==> src/rtl/pic_cmd_sequencer.sv <==
// ---------------------------------------------------------------------------
// pic_cmd_sequencer
//   Write-side command decoder for an 8259A-compatible PIC. Samples CPU write
//   cycles, walks the ICW1 -> ICW2 -> (ICW3) -> (ICW4) initialisation sequence
//   and then classifies OCW1/OCW2/OCW3 writes. Each accepted write latches the
//   data byte onto internal_bus and raises exactly one one-cycle strobe.
//
// Configuration macro:
//   PIC_CASCADE_EN  defined   : WAIT_ICW3 follows ICW2 when SNGL=0.
//                   undefined : no ICW3 stage, ICW3_WRITE tied low.
//
// Ports:
//   clk              in   system clock, rising edge
//   reset_n          in   asynchronous active-low reset
//   chip_select_n    in   CPU CS#, active low, synchronous to clk
//   write_enable_n   in   CPU WR#, active low, synchronous to clk
//   address          in   A0
//   data_bus_in      in   CPU data byte
//   internal_bus     out  latched write data, held until the next write
//   ICW1..4_WRITE    out  one-cycle initialisation command strobes
//   OCW1..3_WRITE    out  one-cycle operation command strobes
//   init_done        out  high while in READY
//   single_mode      out  ICW1 D1 (SNGL)
//   icw4_needed      out  ICW1 D0 (IC4)
// ---------------------------------------------------------------------------
module pic_cmd_sequencer (
    input  logic       clk,
    input  logic       reset_n,
    input  logic       chip_select_n,
    input  logic       write_enable_n,
    input  logic       address,
    input  logic [7:0] data_bus_in,
    output logic [7:0] internal_bus,
    output logic       ICW1_WRITE,
    output logic       ICW2_WRITE,
    output logic       ICW3_WRITE,
    output logic       ICW4_WRITE,
    output logic       OCW1_WRITE,
    output logic       OCW2_WRITE,
    output logic       OCW3_WRITE,
    output logic       init_done,
    output logic       single_mode,
    output logic       icw4_needed
);

    localparam logic [2:0] IDLE      = 3'd0;
    localparam logic [2:0] WAIT_ICW2 = 3'd1;
`ifdef PIC_CASCADE_EN
    localparam logic [2:0] WAIT_ICW3 = 3'd2;
`endif
    localparam logic [2:0] WAIT_ICW4 = 3'd3;
    localparam logic [2:0] READY     = 3'd4;

    logic [2:0] r_state;
    logic [2:0] w_next_state;

    logic       r_prev_wr_n;
    logic       r_prev_cs_n;
    logic       r_armed;
    logic       r_addr;
    logic [7:0] r_data;
    logic [7:0] r_bus;
    logic       r_single;
    logic       r_icw4;

    logic       r_icw1_wr, r_icw2_wr, r_icw4_wr;
    logic       r_ocw1_wr, r_ocw2_wr, r_ocw3_wr;
    logic       w_icw1_wr, w_icw2_wr, w_icw4_wr;
    logic       w_ocw1_wr, w_ocw2_wr, w_ocw3_wr;
`ifdef PIC_CASCADE_EN
    logic       r_icw3_wr;
    logic       w_icw3_wr;
`endif

    logic       w_write_event;
    logic       w_accept;

    // WR# rising edge with CS# low on the last low sample. r_armed blocks a
    // write whose low phase straddled reset: WR# must be seen high at least
    // once after reset before any rising edge can commit.
    assign w_write_event = write_enable_n & ~r_prev_wr_n & ~r_prev_cs_n & r_armed;

    always_comb begin
        w_next_state = r_state;
        w_accept     = 1'b0;
        w_icw1_wr    = 1'b0;
        w_icw2_wr    = 1'b0;
        w_icw4_wr    = 1'b0;
        w_ocw1_wr    = 1'b0;
        w_ocw2_wr    = 1'b0;
        w_ocw3_wr    = 1'b0;
`ifdef PIC_CASCADE_EN
        w_icw3_wr    = 1'b0;
`endif
        if (w_write_event) begin
            if (!r_addr && r_data[4]) begin
                // ICW1 restarts initialisation from any state
                w_icw1_wr    = 1'b1;
                w_accept     = 1'b1;
                w_next_state = WAIT_ICW2;
            end else begin
                case (r_state)
                    WAIT_ICW2: if (r_addr) begin
                        w_icw2_wr = 1'b1;
                        w_accept  = 1'b1;
`ifdef PIC_CASCADE_EN
                        if (!r_single)   w_next_state = WAIT_ICW3;
                        else if (r_icw4) w_next_state = WAIT_ICW4;
                        else             w_next_state = READY;
`else
                        if (r_icw4)      w_next_state = WAIT_ICW4;
                        else             w_next_state = READY;
`endif
                    end
`ifdef PIC_CASCADE_EN
                    WAIT_ICW3: if (r_addr) begin
                        w_icw3_wr = 1'b1;
                        w_accept  = 1'b1;
                        if (r_icw4) w_next_state = WAIT_ICW4;
                        else        w_next_state = READY;
                    end
`endif
                    WAIT_ICW4: if (r_addr) begin
                        w_icw4_wr    = 1'b1;
                        w_accept     = 1'b1;
                        w_next_state = READY;
                    end
                    READY: begin
                        // D4=0 here: D4=1 with A0=0 was taken as ICW1 above
                        w_accept = 1'b1;
                        if (r_addr)          w_ocw1_wr = 1'b1;
                        else if (!r_data[3]) w_ocw2_wr = 1'b1;
                        else                 w_ocw3_wr = 1'b1;
                    end
                    default: ;
                endcase
            end
        end
    end

    always_ff @(posedge clk or negedge reset_n) begin
        if (!reset_n) begin
            r_state     <= IDLE;
            r_prev_wr_n <= 1'b1;
            r_prev_cs_n <= 1'b1;
            r_armed     <= 1'b0;
            r_addr      <= 1'b0;
            r_data      <= '0;
            r_bus       <= '0;
            r_single    <= 1'b0;
            r_icw4      <= 1'b0;
            r_icw1_wr   <= 1'b0;
            r_icw2_wr   <= 1'b0;
            r_icw4_wr   <= 1'b0;
            r_ocw1_wr   <= 1'b0;
            r_ocw2_wr   <= 1'b0;
            r_ocw3_wr   <= 1'b0;
`ifdef PIC_CASCADE_EN
            r_icw3_wr   <= 1'b0;
`endif
        end else begin
            r_prev_wr_n <= write_enable_n;
            r_prev_cs_n <= chip_select_n;
            if (write_enable_n) r_armed <= 1'b1;
            if (!chip_select_n && !write_enable_n) begin
                r_addr <= address;
                r_data <= data_bus_in;
            end
            r_state   <= w_next_state;
            r_icw1_wr <= w_icw1_wr;
            r_icw2_wr <= w_icw2_wr;
            r_icw4_wr <= w_icw4_wr;
            r_ocw1_wr <= w_ocw1_wr;
            r_ocw2_wr <= w_ocw2_wr;
            r_ocw3_wr <= w_ocw3_wr;
`ifdef PIC_CASCADE_EN
            r_icw3_wr <= w_icw3_wr;
`endif
            if (w_accept) r_bus <= r_data;
            if (w_icw1_wr) begin
                r_single <= r_data[1];
                r_icw4   <= r_data[0];
            end
        end
    end

    assign internal_bus = r_bus;
    assign ICW1_WRITE   = r_icw1_wr;
    assign ICW2_WRITE   = r_icw2_wr;
    assign ICW4_WRITE   = r_icw4_wr;
    assign OCW1_WRITE   = r_ocw1_wr;
    assign OCW2_WRITE   = r_ocw2_wr;
    assign OCW3_WRITE   = r_ocw3_wr;
`ifdef PIC_CASCADE_EN
    assign ICW3_WRITE   = r_icw3_wr;
`else
    assign ICW3_WRITE   = 1'b0;
`endif
    assign init_done    = (r_state == READY);
    assign single_mode  = r_single;
    assign icw4_needed  = r_icw4;

endmodule
==> config.mk <==
export PLATFORM = sky130hd
export DESIGN_NAME = pic_cmd_sequencer
export DESIGN_NICKNAME = d
export VERILOG_FILES = /design/src/rtl/pic_cmd_sequencer.sv
export SDC_FILE = /design/constraint.sdc
export NUM_CORES = 1
export LEC_CHECK = 0
export BUFFER_PORTS_ARGS = -buffer_cell sky130_fd_sc_hd__buf_2
export CAP_MARGIN = 30
export CORE_ASPECT_RATIO = 0.9
export CORE_MARGIN = 2
export CORE_UTILIZATION = 40
export CTS_CLUSTER_DIAMETER = 150
export DETAILED_ROUTE_END_ITERATION = 7
export PLACE_DENSITY_LB_ADDON = 0.08
export REMOVE_ABC_BUFFERS = 1
export SLEW_MARGIN = 10
export SYNTH_ARGS = -nofsm -noshare
export SYNTH_HDL_FRONTEND = slang
export SYNTH_SLANG_ARGS = --single-unit
==> constraint.sdc <==
create_clock -name clk -period 1.6 [get_ports clk]
set_input_delay 0.32 -clock clk [delete_from_list [all_inputs] [get_ports clk]]
set_output_delay 0.32 -clock clk [all_outputs]
set_load 0.005 [all_outputs]
# Word level (Yosys, flattened, before mapping)
# Cells that the tools add are included.
op_classes:
  bitwise_logic: 5
  n_eq_ne: 5
  reduce_logical: 8
  muxes: 30
ops:
  columns: ["operator", "n"]
  rows:
  - ["1-bit two-way mux", 24]
  - ["3-bit two-way mux", 4]
  - ["3-bit inequality test (second input constant)", 2]
  - ["3-bit case mux with 2 select lines", 1]
  - ["4-bit AND reduction", 1]
  - ["1-bit AND", 3]
  - ["3-bit by 1-bit == test with 1-bit output (second input constant)", 1]
  - ["3-bit by 2-bit == test with 1-bit output (second input constant)", 1]
  - ["3-bit == test (second input constant)", 1]
  - ["1-bit logical NOT", 3]
  - ["3-bit nonzero test", 1]
  - ["1-bit logical AND", 2]
  - ["1-bit inverter", 2]
  - ["1-bit case mux with 2 select lines", 1]
  - ["2-bit OR reduction", 1]
totals:
  reg_bits: 31
  inputBits: 13
  word_cells: 63

# Longest topological paths before layout
logic_depth:
  word_depth: 5
  depth_mapped: 5
  mapped_depth_nobuf: 3

# Worst setup path before layout
# OpenSTA, ideal clock, no wires.
synth_timing:
  kind: "register to register"
  from: "reg r_prev_cs_n"
  to: "reg r_single, in the netlist single_mode"
  stages_incl_launch_ff: 6
  synth_period_minus_slack_ps: 1497
  t_required_ps: 1473
  slack_ps: 103
  arrival_ps: 1370
  path_buffers: 2
  setup_time_ps: 127
  cell_sequence: "dfstp_2 > and4bb_1 > buf_2 > and2_1 > buf_2 > mux2_1"
synth_via:
  elab_chain_len: 4
synth_rtl:
  columns: ["element", "line_no", "rtl"]
  rows:
  - ["start, declared", "58", "logic r_prev_cs_n;"]
  - ["start signal, assigned", "163", "r_prev_cs_n <= chip_select_n;"]
  - ["1-bit inverter", "81", "assign w_write_event = write_enable_n & ~r_prev_wr_n & ~r_prev_cs_n & r_armed;"]
  - ["1-bit AND (2 in series)", "81", null]
  - ["1-bit two-way mux", "95", "if (w_write_event) begin"]
  - ["named net w_icw1_wr", "68", "logic w_icw1_wr, w_icw2_wr, w_icw4_wr;"]
  - ["end signal, assigned", "181", "r_single <= r_data[1];"]
  - ["end, declared", "63", "logic r_single;"]
# The timed path passes the listed nets, and every way through them passes these cells.
# A chain may end at the register's enable or synchronous reset.

# Worst setup path after layout
layout_timing:
  from: "reg r_addr"
  to: "reg r_bus[4], in the netlist internal_bus[4]"
layout_via:
  elab_chain_len: 4
  elab_cells_between_ends: 6
  classes_between: "mux: 4; reduce/logical: 2"
layout_rtl:
  columns: ["element", "line_no", "rtl"]
  rows:
  - ["start, declared", "60", "logic r_addr;"]
  - ["start signal, assigned", "166", "r_addr <= address;"]
  - ["1-bit two-way mux / 1-bit logical NOT (equally long branches)", "103, 123, 96", null]
  - ["1-bit case mux with 2 select lines / 1-bit logical AND (equally long branches)", "102, 96", null]
  - ["1-bit two-way mux *", "96", "if (!r_addr && r_data[4]) begin"]
  - ["1-bit two-way mux *", "95", null]
  - ["end signal, assigned", "179", "if (w_accept) r_bus <= r_data;"]
  - ["end, declared", "62", "logic [7:0] r_bus;"]
# Every way passes the cells marked *; elsewhere a longest branch is shown, timed or not.

==> reports/summary.log <==
[clock_network] Sinks on Clock Net 31
[sta] unrepaired setup endpoints after global routing false
[flow_run] Maximum Capacitance Violations 0
[clock_network] clock input transition at the sequential cells of the worst setup and hold paths 90 ps
[hold_path] worst min-delay path category primary input to async pin
[logic_synthesis] post-synthesis sequential area ratio 0.638
[floorplan] area enclosed by the die boundary 3510 sq um
[floorplan] starting density of the core 0.433
[drt] vias after detailed routing 755
[setup_path] critical path class register to register
[clock_network] TritonCTS clock tree yes
[drt] number of design-rule violations left by the first detailed-router iteration 13
[drt] number of optimization iterations in the first detailed-route pass 2
[logic_synthesis] post-synth cell types 29
[setup_path] type of origin of the critical path register
[logic_synthesis] Async S/R FF share, synth 1.00
[sta] total count of hold-check failures in the final report 0
[clock_network] Clock Latency Late Sink 340 ps
[logic_synthesis] top cells by area, synth dfrtp_1, mux2_4, mux2_2
[setup_path] worst-path fanout max 8
[drt] antenna-violating nets left 0
[clock_network] CTS Hold Buffers Added 0
[cells_and_area] count of filler cells inserted in the layout 262
[setup_path] top cell family by delay on the critical path compound AO/OA/AOI/OAI gates
[placement] placed insts 154
[logic_synthesis] number of flops mapped to enable cells by yosys 0
[cells_and_area] final core area utilization 0.537
[power_and_ir_drop] leakage power total 0.751 nW
[clock_network] Max H-tree Level 2
[grt] remaining global-route overflow 0
[sta] share of the clock period used by the worst path after layout 0.959
[power_and_ir_drop] logic gate share of total power 0.273
[placement] estimated wirelength of the detail-placed design 1450 um
[placement] GPL Wtd Cong 0.734
[floorplan] placeable core region 2820 sq um
[logic_synthesis] most used flip-flop cell after synthesis dfrtp_1
[floorplan] Ports 31
[setup_path] CP peak stage delay 450 ps
[drt] detailed-route wire length per cell 12.6 um
[sta] Achievable Freq 651 MHz
[grt] first-pass GRT wire length 3590 um
[sta] total negative setup slack 0 ps
[cells_and_area] Total Nets Final 135
[sta] number of pins exceeding their max-slew limit in the final report 0
[drt] post-DR vias/cell 4.63
[logic_synthesis] post-synthesis cell type with the largest combined area dfrtp_1
[power_and_ir_drop] net switching share of the total power 0.275
[run_status] status completed
[setup_path] buffers and inverters on the worst path 0
[logic_synthesis] count of mapped cells out of synthesis 80
[setup_path] worst-path cell chain and3b_1 > o31a_2 > mux2_4
[sta] hold slack 0.365 ps
[drt] remaining design rule violation count 0
[grt] combined global-route utilization of all metal layers 0.139
[logic_synthesis] yosys synthesis warning count 0
[floorplan] Die H 56.4 um
[power_and_ir_drop] Seq pwr share 0.525
[clock_network] root buffer cell clkbuf_4
[cells_and_area] number of diodes 0
[power_and_ir_drop] Net Switching 579 uW
[setup_path] arrival time of the worst setup path 1760 ps
[setup_path] endpoint type of the worst setup path register
[logic_synthesis] share of the synthesized area in the top cell type 0.595
[grt] vias in the first global route 784
[logic_synthesis] Commonest cells post-synth dfrtp_1, mux2_2, mux2_4
[placement] number of port buffers 29
[clock_network] Bufs on Longest Clock Path 2
[sta] Layout Skew 9.95 ps
[sta] clock period minus worst slack 1530 ps
[floorplan] Std-Cell Rows 18
[sta] worst slew margin relative to its limit 0.560
[floorplan] die boundary width 62.2 um
[logic_synthesis] post-synthesis area per instance 15.2 sq um
[clock_network] CTS buffer count 5
[power_and_ir_drop] clock network fraction of design power 0.202
[logic_synthesis] Netlist Area Pre-Place 1220 sq um
[logic_synthesis] library cell with the highest instance count after synthesis dfrtp_1
[sta] count of final setup violators 0
[cells_and_area] layout overhead on the synthesized area 24.0%
[logic_synthesis] register bit total from synthesis 31
[setup_path] slowest CP cell o31a_2
[cells_and_area] proportion of layout cells with a drive suffix above 1 0.553
[power_and_ir_drop] Cell Int Power 1.53 mW
[drt] total detailed-routing wirelength 2060 um
[cells_and_area] non-filler cells, final 163
[sta] pin slew with the least headroom to its limit 659 ps
[power_and_ir_drop] Power Dens Cells 1390 nW/um^2
[power_and_ir_drop] worst IR drop on VDD 0.706 mV
[grt] number of antenna violations at the first check in global routing 0
[grt] maximum number of pins on one net before global-route repair 32
[setup_path] WP data required 1830 ps
==> kinds of logic after synthesis <==
logic type / after synthesis / share of synthesized area
other: 1 / 0.00307
DFF: 31 / 0.638
muxes: 18 / 0.191
and+or+nand+nor: 17 / 0.0974
AOI/OAI and AO/OA: 7 / 0.0410
buffers and inverters: 6 / 0.0297
==> path summary, 6_finish.rpt <==
check / startpoint / end / slack (ps) / depth (start not counted)
worst max register to register: r_addr / internal_bus[4] / 70 / 3
worst max-delay path: r_addr / internal_bus[4] / 70 / 3
worst min-delay path: reset_n / ICW2_WRITE / 0.4 / 1
max in group asynchronous: reset_n / r_state[0] / 1160 / 1
worst min register to register: r_armed / r_armed / 470 / 1
min in group clk: chip_select_n / r_prev_cs_n / 100 / 1
==> cell usage in the layout (no fill, tap or decap) <==
| cell | synthesis | routed |
|---|---|---|
| a21oi_1 | 1 | 1 |
| a32o_1 | 1 | 1 |
| and2_1 | 2 | 2 |
| and2b_1 | 1 | 1 |
| and3_1 | 2 | 2 |
| and3b_1 | 1 | 1 |
| and4bb_1 | 1 | 1 |
| buf_2 | 2 | 29 |
| buf_4 | 1 | 10 |
| clkbuf_1 | 0 | 2 |
| clkbuf_4 | 0 | 5 |
| clkinv_2 | 0 | 1 |
| conb_1 | 1 | 1 |
| dfrtp_1 | 29 | 29 |
| dfstp_2 | 2 | 2 |
| inv_1 | 2 | 2 |
| mux2_1 | 1 | 1 |
| mux2_2 | 9 | 9 |
| mux2_4 | 8 | 8 |
| nand2_1 | 2 | 2 |
| nand3_1 | 1 | 1 |
| nor2_2 | 1 | 1 |
| nor2b_1 | 2 | 2 |
| nor3b_2 | 1 | 1 |
| nor4_1 | 1 | 1 |
| nor4b_1 | 1 | 1 |
| o2111ai_1 | 1 | 1 |
| o21a_1 | 1 | 1 |
| o21ai_0 | 2 | 2 |
| o31a_2 | 0 | 1 |
| or2_2 | 1 | 1 |
==> worst reg2reg max path: stages (launching register included) <==
cell	delay, ps
dfrtp_1	430
and3b_1	210
o31a_2	450
mux2_4	330
==> cell type report <==
class | instances | area (sq um) | share of cell area
Sequential cell | 31 | 778 | 0.514
Multi-Input combinational cell | 43 | 407 | 0.269
Timing Repair Buffer | 39 | 220 | 0.146
Tap cell | 40 | 50.0 | 0.0331
Clock buffer | 7 | 45.0 | 0.0298
Inverter | 2 | 7.51 | 0.00496
Clock inverter | 1 | 5.00 | 0.00331
==> power groups by stage <==
stage | sequential (mW) | combinational, mW | clock, mW
floorplan | 1.12 | 0.306 | 0
global placement | 1.12 | 0.568 | 0
detailed placement | 1.12 | 0.574 | 0
CTS | 1.11 | 0.576 | 0.451
global route | 1.13 | 0.643 | 0.490
finish | 1.10 | 0.575 | 0.425
==> per-layer routing <==
layer	wire (um)	GRT usage	part of all wire	vias to the layer above
met5	0	0	0	-
met4	74	0.0952	0.036	0
met3	135	0.0521	0.066	8
met2	916	0.205	0.44	26
met1	934	0.170	0.45	361
li1	-	-	-	360
==> repair_timing <==
| item | CTS | global route |
|---|---|---|
| gates resized for setup | 1 | 0 |
| buffers inserted | 0 | 1 |
| endpoints found under the setup margin | 8 | 1 |
| pin swaps | 0 | 1 |
==> stage by stage <==
step	total power, mW	setup slack, ps	instance area, sq um
2_1_floorplan	1.42	8.41	1190
3_3_place_gp	1.68	-42.8	1450
3_5_place_dp	1.69	-45.2	1450
4_1_cts	2.13	29.6	1510
5_1_grt	2.27	1.24	1510
6_report	2.10	65.0	1510
No activity file was read; power rests on OpenSTA's default activity.
